<file path="src/rtl/snitch_icache_pkg.sv">
// Shared icache types: configuration record, flush sequencer states and the lookup response record.
package snitch_icache_pkg;

  typedef struct packed {
    logic [31:0] FETCH_AW;
    logic [31:0] LINE_WIDTH;
    logic [31:0] SET_ALIGN;
    logic [31:0] ID_WIDTH_REQ;
  } config_t;

  // An all-zero configuration has no usable widths, so a small working default is provided.
  localparam config_t DefaultCfg = '{
    FETCH_AW:     32'd32,
    LINE_WIDTH:   32'd64,
    SET_ALIGN:    32'd2,
    ID_WIDTH_REQ: 32'd2
  };

  typedef enum logic [1:0] {
    FLUSH_IDLE  = 2'd0,
    FLUSH_DRAIN = 2'd1,
    FLUSH_FLUSH = 2'd2,
    FLUSH_DONE  = 2'd3
  } flush_state_e;

  typedef struct packed {
    logic [31:0] addr;
    logic [1:0]  id;
    logic [1:0]  set;
    logic        hit;
    logic [63:0] data;
    logic        error;
  } lookup_rsp_t;

endpackage

</file>
<file path="src/rtl/rr_arb_tree.sv">
// Round-robin arbiter with optional grant lock: a request that is offered but not yet granted keeps the grant.
module rr_arb_tree #(
  parameter int unsigned NumIn     = 2,
  parameter int unsigned DataWidth = 32,
  parameter bit          ExtPrio   = 1'b0,
  parameter bit          LockIn    = 1'b0,
  localparam int unsigned IdxWidth = (NumIn > 1) ? $clog2(NumIn) : 1
) (
  input  logic                                clk_i,
  input  logic                                rst_ni,
  input  logic                                flush_i,
  input  logic [NumIn-1:0]                    req_i,
  output logic [NumIn-1:0]                    gnt_o,
  input  logic [NumIn-1:0][DataWidth-1:0]     data_i,
  output logic                                req_o,
  input  logic                                gnt_i,
  output logic [DataWidth-1:0]                data_o,
  output logic [IdxWidth-1:0]                 idx_o
);

  logic [IdxWidth-1:0] r_rr;
  logic [IdxWidth-1:0] r_lock_idx;
  logic                r_lock;
  logic                w_any_hi;
  logic [IdxWidth-1:0] w_idx_hi;
  logic [IdxWidth-1:0] w_idx_lo;
  logic                w_locked;

  // Lowest requester at or above the pointer, else the lowest requester overall.
  always_comb begin
    w_any_hi = 1'b0;
    w_idx_hi = '0;
    w_idx_lo = '0;
    for (int j = int'(NumIn) - 1; j >= 0; j--) begin
      w_idx_lo = req_i[j] ? IdxWidth'(j) : w_idx_lo;
      w_any_hi = w_any_hi | (req_i[j] & (IdxWidth'(j) >= r_rr));
      w_idx_hi = (req_i[j] && (IdxWidth'(j) >= r_rr)) ? IdxWidth'(j) : w_idx_hi;
    end
  end

  assign w_locked = LockIn && r_lock;
  assign idx_o    = w_locked ? r_lock_idx : (w_any_hi ? w_idx_hi : w_idx_lo);
  assign req_o    = w_locked ? req_i[r_lock_idx] : (|req_i);
  assign data_o   = data_i[idx_o];
  assign gnt_o    = (req_o && gnt_i) ? (NumIn'(1) << idx_o) : '0;

  // Pointer advances past the winner on a handshake; lock holds a stalled offer.
  always_ff @(posedge clk_i or negedge rst_ni) begin
    if (!rst_ni) begin
      r_rr       <= '0;
      r_lock     <= 1'b0;
      r_lock_idx <= '0;
    end else if (flush_i) begin
      r_rr       <= '0;
      r_lock     <= 1'b0;
      r_lock_idx <= '0;
    end else begin
      r_lock     <= LockIn && req_o && !gnt_i;
      r_lock_idx <= idx_o;
      if (req_o && gnt_i) begin
        r_rr <= (idx_o == IdxWidth'(NumIn - 1)) ? IdxWidth'(0) : idx_o + IdxWidth'(1);
      end
    end
  end

endmodule

</file>
<file path="src/rtl/snitch_icache_lookup_arb_chk.sv">
// Guards the in-flight lookup counter against wrapping in either direction.
module snitch_icache_lookup_arb_chk #(
  parameter int unsigned CNT_W   = 3,
  parameter int unsigned MAX_CNT = 4
) (
  input logic             i_clk,
  input logic             i_rst_n,
  input logic [CNT_W-1:0] i_cnt,
  input logic             i_inc,
  input logic             i_dec
);

  // Retiring with nothing in flight means the lookup answered a request it never took.
  always @(posedge i_clk) begin
    if (i_rst_n) begin
      assert (!(i_dec && !i_inc && i_cnt == CNT_W'(0)))
        else $error("outstanding counter underflow");
      assert (!(i_inc && !i_dec && i_cnt == CNT_W'(MAX_CNT)))
        else $error("outstanding counter overflow");
    end
  end

endmodule

</file>
<file path="src/rtl/snitch_icache_lookup_arb.sv">
// Shares one icache lookup between several fetch ports: round-robin request side,
// hit/miss response demux, and a drain-then-flush sequencer.
module snitch_icache_lookup_arb
  import snitch_icache_pkg::*;
#(
  parameter config_t     CFG             = DefaultCfg,
  parameter int unsigned NR_PORTS        = 2,
  parameter int unsigned MAX_OUTSTANDING = 4,
  localparam int unsigned FETCH_AW     = CFG.FETCH_AW,
  localparam int unsigned LINE_WIDTH   = CFG.LINE_WIDTH,
  localparam int unsigned SET_ALIGN    = CFG.SET_ALIGN,
  localparam int unsigned ID_WIDTH_REQ = CFG.ID_WIDTH_REQ
) (
  input  logic                               clk_i,
  input  logic                               rst_ni,
  input  logic [NR_PORTS-1:0][FETCH_AW-1:0]  req_addr_i,
  input  logic [NR_PORTS-1:0]                req_valid_i,
  output logic [NR_PORTS-1:0]                req_ready_o,
  output logic [LINE_WIDTH-1:0]              rsp_data_o,
  output logic                               rsp_error_o,
  output logic [NR_PORTS-1:0]                rsp_valid_o,
  input  logic [NR_PORTS-1:0]                rsp_ready_i,
  output logic [FETCH_AW-1:0]                lk_addr_o,
  output logic [ID_WIDTH_REQ-1:0]            lk_id_o,
  output logic                               lk_valid_o,
  input  logic                               lk_ready_i,
  input  logic [FETCH_AW-1:0]                lk_addr_i,
  input  logic [ID_WIDTH_REQ-1:0]            lk_id_i,
  input  logic [SET_ALIGN-1:0]               lk_set_i,
  input  logic                               lk_hit_i,
  input  logic [LINE_WIDTH-1:0]              lk_data_i,
  input  logic                               lk_error_i,
  input  logic                               lk_valid_i,
  output logic                               lk_ready_o,
  output logic [FETCH_AW-1:0]                miss_addr_o,
  output logic [ID_WIDTH_REQ-1:0]            miss_id_o,
  output logic [SET_ALIGN-1:0]               miss_set_o,
  output logic                               miss_valid_o,
  input  logic                               miss_ready_i,
  output logic                               lk_flush_valid_o,
  input  logic                               lk_flush_ready_i,
  input  logic                               flush_valid_i,
  output logic                               flush_ready_o
);

  localparam int unsigned CNT_W = $clog2(MAX_OUTSTANDING + 1);
  localparam int unsigned IDX_W = (NR_PORTS > 1) ? $clog2(NR_PORTS) : 1;

  flush_state_e        r_state;
  flush_state_e        w_state_next;
  logic [CNT_W-1:0]    r_outstanding;
  logic [CNT_W-1:0]    w_outstanding_next;
  logic                w_accept;
  logic [NR_PORTS-1:0] w_arb_req;
  logic [IDX_W-1:0]    w_arb_idx;
  logic                w_req_hs;
  logic                w_rsp_hs;

  // New lookups only while idle and below the in-flight limit.
  assign w_accept  = (r_state == FLUSH_IDLE) && (r_outstanding != CNT_W'(MAX_OUTSTANDING));
  assign w_arb_req = req_valid_i & {NR_PORTS{w_accept}};

  rr_arb_tree #(
    .NumIn     (NR_PORTS),
    .DataWidth (FETCH_AW),
    .ExtPrio   (1'b0),
    .LockIn    (1'b1)
  ) i_rr_arb_tree (
    .clk_i   (clk_i),
    .rst_ni  (rst_ni),
    .flush_i (1'b0),
    .req_i   (w_arb_req),
    .gnt_o   (req_ready_o),
    .data_i  (req_addr_i),
    .req_o   (lk_valid_o),
    .gnt_i   (lk_ready_i),
    .data_o  (lk_addr_o),
    .idx_o   (w_arb_idx)
  );

  assign lk_id_o = ID_WIDTH_REQ'(1) << w_arb_idx;

  // Hits go straight back to the port named by the one-hot ID; misses go to the refill side.
  assign rsp_data_o   = lk_data_i;
  assign rsp_error_o  = lk_error_i;
  assign rsp_valid_o  = lk_hit_i ? (lk_id_i & {NR_PORTS{lk_valid_i}}) : {NR_PORTS{1'b0}};
  assign miss_addr_o  = lk_addr_i;
  assign miss_id_o    = lk_id_i;
  assign miss_set_o   = lk_set_i;
  assign miss_valid_o = lk_valid_i & ~lk_hit_i;
  assign lk_ready_o   = lk_hit_i ? (|(lk_id_i & rsp_ready_i)) : miss_ready_i;

  assign w_req_hs = lk_valid_o & lk_ready_i;
  assign w_rsp_hs = lk_valid_i & lk_ready_o;

  // In-flight count: issue adds one, retire removes one, both together cancel.
  always_comb begin
    w_outstanding_next = r_outstanding;
    if (w_req_hs && !w_rsp_hs && (r_outstanding != CNT_W'(MAX_OUTSTANDING))) begin
      w_outstanding_next = r_outstanding + CNT_W'(1);
    end else if (!w_req_hs && w_rsp_hs && (r_outstanding != CNT_W'(0))) begin
      w_outstanding_next = r_outstanding - CNT_W'(1);
    end else begin
      w_outstanding_next = r_outstanding;
    end
  end

  // Flush sequencing looks at the post-update count so an empty pipe moves on without a bubble.
  always_comb begin
    w_state_next = r_state;
    case (r_state)
      FLUSH_IDLE: begin
        if (flush_valid_i) begin
          w_state_next = (w_outstanding_next == CNT_W'(0)) ? FLUSH_FLUSH : FLUSH_DRAIN;
        end else begin
          w_state_next = FLUSH_IDLE;
        end
      end
      FLUSH_DRAIN: begin
        if (w_outstanding_next == CNT_W'(0)) begin
          w_state_next = FLUSH_FLUSH;
        end else begin
          w_state_next = FLUSH_DRAIN;
        end
      end
      FLUSH_FLUSH: begin
        if (lk_flush_ready_i) begin
          w_state_next = FLUSH_DONE;
        end else begin
          w_state_next = FLUSH_FLUSH;
        end
      end
      FLUSH_DONE: w_state_next = FLUSH_IDLE;
      default:    w_state_next = FLUSH_IDLE;
    endcase
  end

  // State and counter registers.
  always_ff @(posedge clk_i or negedge rst_ni) begin
    if (!rst_ni) begin
      r_state       <= FLUSH_IDLE;
      r_outstanding <= CNT_W'(0);
    end else begin
      r_state       <= w_state_next;
      r_outstanding <= w_outstanding_next;
    end
  end

  assign lk_flush_valid_o = (r_state == FLUSH_FLUSH);
  assign flush_ready_o    = (r_state == FLUSH_DONE);

  snitch_icache_lookup_arb_chk #(
    .CNT_W   (CNT_W),
    .MAX_CNT (MAX_OUTSTANDING)
  ) i_chk (
    .i_clk   (clk_i),
    .i_rst_n (rst_ni),
    .i_cnt   (r_outstanding),
    .i_inc   (w_req_hs),
    .i_dec   (w_rsp_hs)
  );

endmodule

</file>
<file path="config.mk">
export PLATFORM = sky130hd
export DESIGN_NAME = snitch_icache_lookup_arb
export DESIGN_NICKNAME = d
export VERILOG_FILES = /design/src/rtl/snitch_icache_pkg.sv /design/src/rtl/rr_arb_tree.sv /design/src/rtl/snitch_icache_lookup_arb_chk.sv /design/src/rtl/snitch_icache_lookup_arb.sv
export SDC_FILE = /design/constraint.sdc
export NUM_CORES = 1
export LEC_CHECK = 0
export ABC_CLOCK_PERIOD_IN_PS = 2500
export CAP_MARGIN = 5
export CORE_AREA = 2 2 123 125
export CTS_BUF_LIST = sky130_fd_sc_hd__clkbuf_4 sky130_fd_sc_hd__clkbuf_8 sky130_fd_sc_hd__clkbuf_16
export DETAILED_ROUTE_END_ITERATION = 7
export DIE_AREA = 0 0 125 127
export GPL_ROUTABILITY_DRIVEN = 0
export GPL_TIMING_DRIVEN = 0
export PLACE_DENSITY = 0.56
export SYNTH_ARGS = -nofsm -noshare
export SYNTH_HDL_FRONTEND = slang
export SYNTH_SLANG_ARGS = --single-unit
</file>
<file path="constraint.sdc">
create_clock -name clk_i -period 2.5 [get_ports clk_i]
set_input_delay 0.25 -clock clk_i [delete_from_list [all_inputs] [get_ports clk_i]]
set_output_delay 0.25 -clock clk_i [all_outputs]
set_load 0.02 [all_outputs]
</file>
# Yosys cells after proc, flatten, opt, wreduce, memory -nomap -nowiden
# Index checks and enable logic that the tools add are counted.
# word_totals
register_bits	8
latch_bits	0
ram_bits	0
mem_bits_ro	0
input_bits	177
out_inout_bits	144
elab_cells	65
n_memories	0
# classes
add_sub_neg	3
multipliers	0
n_div	0
magnitude_cmp	4
eq_ne	4
shifts	1
n_mux	21
bitwise	10
reduce_logical	17
# op_table
operator	count
2-to-1 mux 32 bit	2
2-to-1 mux 1 bit	12
logical AND 1 bit	9
2-to-1 mux 2 bit	4
one-hot mux 2 bit (4 select lines)	1
AND 2 bit	3
2-to-1 mux 3 bit	2
AND 1 bit	5
== test 2 bit (second input constant)	2
< comparator 1 x 2 -> 1 bit (second input constant)	2
OR reduction 2 bit	2
adder 3 x 1 -> 3 bit (second input constant)	1
logical NOT 1 bit	3
logical NOT 3 bit	1
!= test 3 bit (second input constant)	1
nonzero test 3 bit	1
subtractor 3 x 1 -> 3 bit (second input constant)	1
== test 2 x 1 -> 1 bit (second input constant)	1
greater-or-equal comparator 1 bit (first input constant)	2
logical NOT 2 bit	1
<< shifter 1 x 1 -> 2 bit (first input constant)	1
adder 1 bit (second input constant)	1
NOT 1 bit	1
OR 1 bit	1

# Depth between registers and ports, before layout
# Gate-level depths: netlist of run 1.
# logic_depth
word_depth	16
depth_mapped	9
mapped_depth_nobuf	9

# Hierarchy
# A second synthesis of run 1 with hierarchy kept.
# unflattened
hier_cells	203
area_unflattened_um2	1767.9
# modules_own_cells
module	n_inst	cells_per_inst	area_each_um2	seq_area_each_um2
snitch_icache_lookup_arb	1	147	1183.6	125.1
rr_arb_tree	1	56	584.3	75.1

# Worst setup path before layout of run 1
# Ideal clock, no wire load.
# synth_timing
kind	register to output
from	register r_outstanding[0]
to	output req_ready_o[1]
arrival_time_ns	2.242
t_required_ns	2.250
path_slack_ns	0.008
path_stages_with_launch	8
path_buffers	1
path_cell_list	dfrtp_1 -> inv_1 -> ha_1 -> a211o_1 -> o41ai_4 -> inv_2 -> clkbuf_1 -> nor2_1
# synth_via
elab_chain_len	10
elab_cells_between_ends	21
cone_classes	1 x eq/ne; 1 x shift; 10 x mux; 4 x bitwise; 5 x reduce/logical
# synth_lines
item	line_no	text
from (decl)	snitch_icache_lookup_arb.sv:51	logic [CNT_W-1:0] r_outstanding;
from (signal assigned)	snitch_icache_lookup_arb.sv:145	r_outstanding <= w_outstanding_next;
!= test 3 bit *	snitch_icache_lookup_arb.sv:60	assign w_accept = (r_state == FLUSH_IDLE) && (r_outstanding != CNT_W'(MAX_OUTSTANDING));
logical AND 1 bit *	snitch_icache_lookup_arb.sv:60	
AND 2 bit *	snitch_icache_lookup_arb.sv:61	assign w_arb_req = req_valid_i & {NR_PORTS{w_accept}};
logical AND 1 bit	rr_arb_tree.sv:37	w_idx_hi = (req_i[j] && (IdxWidth'(j) >= r_rr)) ? IdxWidth'(j) : w_idx_hi;
2-to-1 mux 1 bit (2 in series)	rr_arb_tree.sv:37	
2-to-1 mux 1 bit (2 in series)	rr_arb_tree.sv:42	assign idx_o = w_locked ? r_lock_idx : (w_any_hi ? w_idx_hi : w_idx_lo);
<< shifter 1 x 1 -> 2 bit	rr_arb_tree.sv:45	assign gnt_o = (req_o && gnt_i) ? (NumIn'(1) << idx_o) : '0;
2-to-1 mux 2 bit *	rr_arb_tree.sv:45	
to (decl)	snitch_icache_lookup_arb.sv:18	output logic [NR_PORTS-1:0] req_ready_o,
# Every way passes the cells marked *; elsewhere a longest branch is shown, timed or not. The select of a mux whose other input is x is not followed.

# Final worst setup path of run 1
# layout_timing
from	register r_outstanding[0]
to	output lk_addr_o[26]
# layout_via
elab_chain_len	10
elab_cells_between_ends	16
cone_classes	1 x eq/ne; 8 x mux; 4 x bitwise; 3 x reduce/logical
# layout_lines
item	line_no	text
!= test 3 bit *	snitch_icache_lookup_arb.sv:60	
logical AND 1 bit *	snitch_icache_lookup_arb.sv:60	
AND 2 bit *	snitch_icache_lookup_arb.sv:61	
logical AND 1 bit	rr_arb_tree.sv:37	
2-to-1 mux 1 bit (2 in series)	rr_arb_tree.sv:37	
2-to-1 mux 1 bit * (2 in series)	rr_arb_tree.sv:42	
via i_rr_arb_tree.idx_o	rr_arb_tree.sv:18	output logic [IdxWidth-1:0] idx_o
2-to-1 mux 32 bit (implied by the code) * (2 in series)	rr_arb_tree.sv:44	assign data_o = data_i[idx_o];
to (decl)	snitch_icache_lookup_arb.sv:23	output logic [FETCH_AW-1:0] lk_addr_o,
# The timed path passes the listed nets; every way through them passes the cells marked *. The select of a mux whose other input is x is not followed.

==> flow_summary.ini, run 1 <==
[run_status]
status = finished, final reports clean

[power_and_ir_drop]
swShare_pct = 43.7
combPwrFrac_pct = 76.1
clkPwrFrac_pct = 12.4
power_uw = 2130
seqPwrFrac_pct = 11.5
power.switching_uw = 931
p_int_uw = 1200
power_density_nw_per_um2 = 493
leakage_uw = 0.00204
worst_ir_drop_vdd_v = 0.000184

[cells_and_area]
layout_commonest_cell = clkdlybuf4s50_1
final_cell_mix = clkdlybuf4s50_1 (184), buf_4 (120), nand2_1 (96), buf_2 (14)
fin_area_um2 = 4320
nets = 682
n_fill_cell = 1593
antenna_cells = 0
final_cell_count_no_fill = 684
drive_above_1_share_pct = 33.2
syn_to_final_growth_pct = 144

[synthesis]
ys_seq_elements = 8
synth_adder_area_share_pct = 2.12
synth_nets = 451
synth_xor_area_share_pct = 0.494
syn_area_per_cell_um2 = 6.54
async_flop_share_pct = 100
synth_top_family_by_area = buffers and inverters
synth.distinct_cells = 35
synth_cells = 271
synth_top_area_share_pct = 43.2
synth_ff_type = dfrtp_1
synth_compound_area_share_pct = 10.5
muxShareOfSynthArea_pct = 1.27
synth_top_area_cell = buf_4
netlist_area_um2 = 1770
ys_seq_area_share_pct = 11.3
synth_area_leaders = buf_4 (43%), nand2_1 (21%), dfrtp_1 (11%)
yosysWarnings = 0
synthSimpleGateAreaFrac_pct = 28.6
synth_edf_count = 0

[sta]
skew_ps = 0.911
max_freq_ghz = 0.409
fin_crit_sh_pct = 97.9
min_period_ps = 2450
setup-tns-final_ps = 0
slew_headroom_pct = 60.8
rsz0062_at_grt = yes
setup_viol = 0
worst_slew_pin_slew_ps = 584
hold_viol_final = 0
finalMaxSlewViolations = 0

[setup_path]
end_kind = output pin
required_ps = 2250
reg2reg_from = r_outstanding[0]$_DFF_PN0_
r2r_cells = 9
cp_data_arrival_time_ps = 2200
critPathMaxFanout = 11
startpoint_type = register
path_class = register to output pin
rr_endpoint = r_state[0]$_DFF_PN0_
ff2ff_setup_slack_ps = 150

[clocking]
root_buffer = clkbuf_16
insertion_delay_ps = 230
cts.sinks = 8
clk_path_buf_depth = 2
cts_tree = built
cts_max_level = 1
path_clk_slew_ps = 40
cts-buffers-inserted = 3
holdBufCountCts = 0

[grt]
antenna_found_initial = 0
grt_pass1_vias = 2412
grt_pass1_wl_mm = 13.0
track_usage_pct = 10.4
grt-ovfl-total = 0
grt_max_degree = 12

[detailed_routing]
via_per_inst = 3.60
drt_wl_total_mm = 9.55
route.detailed.drc = 0
dr.pass1.iters = 4
vias = 2459
drtIter0Drc = 63
ant_nets = 0
routedWlPerCell_um = 14.0

[floorplan]
core_area_um2 = 14400
rows = 44
die_h_um = 127
die_area_um2 = 15900
fp.dieW_um = 125
io_pins = 321
start_util_pct = 12.3

[placed_design]
io_buffers = 221
dp_hpwl_mm = 8.49
numPlacedInstances = 676
placed_area_um2 = 4210

[job]
cap_violations = 0

[min_path]
hold_class = primary input to async pin
==> sequential cells by signal, summed over array words and instances, names as in the netlist <==
name	count
r_outstanding	3
r_state	2
i_rr_arb_tree.r_lock	1
i_rr_arb_tree.r_lock_idx	1
i_rr_arb_tree.r_rr	1
==> repair_timing <==
item | 4_1_cts | 5_1_grt
setup endpoints to repair | 40 | 36
setup buffers | 3 | 2
resized for setup | 163 | 30
pin swaps | 2 | 0
==> metrics by stage <==
step	hold slack [ps]	setup WS (ps)	util, %
floorplan	-45.6	8.40	-
global placement	465	-901	29.2
global route	326	-15.0	29.9
detailed placement	471	-955	29.2
CTS	311	3.19	29.5
finish	300	52.3	29.9
==> worst max-delay path, cell delays in order (launching register included) <==
cell and delay, ps:
dfrtp_1 400, inv_2 80, ha_4 180, a211o_4 360
o41ai_4 220, buf_6 190, buf_6 110, buf_8 120
nand2_1 70, nand2_2 100, buf_6 120
==> synthesized netlist by cell type (all sizes together), types with 3 or more instances <==
master / count
dfrtp: 8
nand2: 98
buf: 102
ha: 3
clkbuf: 6
a21oi: 6
inv: 6
nor2b: 3
a21o: 3
nor2: 9
==> worst max path at each step <==
stage	start	endpoint	slack, ps	cells past startpoint
finish	r_outstanding[0]$_DFF_PN0_	lk_addr_o[26]	50	10
global route	r_outstanding[1]$_DFF_PN0_	lk_addr_o[24]	-10	10
CTS	r_outstanding[0]$_DFF_PN0_	lk_addr_o[26]	3	10
detailed placement	r_outstanding[0]$_DFF_PN0_	lk_addr_o[26]	-960	8
global placement	r_outstanding[0]$_DFF_PN0_	lk_addr_o[24]	-900	9
floorplan	r_outstanding[0]$_DFF_PN0_	req_ready_o[1]	8	7
==> per-layer routing <==
metal | global-route usage [%] | wire length (um)
met5 | 0 | 0
met4 | 2.16 | 40
met2 | 20.1 | 5170
met3 | 1.93 | 765
met1 | 11.9 | 3570
==> power groups by stage <==
stage,clock (uW),sequential (uW),combinational [uW]
floorplan,0,224,859
global placement,0,233,1540
detailed placement,0,237,1560
CTS,271,241,1560
global route,281,249,1740
finish,264,245,1620
==> cells by family after synthesis <==
family                     after synthesis
and+or+nand+nor                        123
AOI/OAI and AO/OA                       21
adders and majority gates                3
DFF                                      8
buffers and inverters                  114
muxes                                    1
xor gates and xnor gates                 1
==> area by class of cell <==
cell class	count	area, um^2	share of cell area [%]
tap	184	230	5.33
timing repair buffer	226	2130	49.3
buffer	108	855	19.8
multi-input combinational	149	802	18.6
inverter	6	25.0	0.580
clock buffer	3	75.1	1.74
sequential	8	200	4.64
No activity file was read; power rests on OpenSTA's default activity.
==> inputs of run 2 (changes only) <==
CTS_BUF_LIST = not set   (was sky130_fd_sc_hd__clkbuf_4 sky130_fd_sc_hd__clkbuf_8 sky130_fd_sc_hd__clkbuf_16)
==> results of run 2 <==
The final DEF is identical to that of run 1; final timing and power are the same.
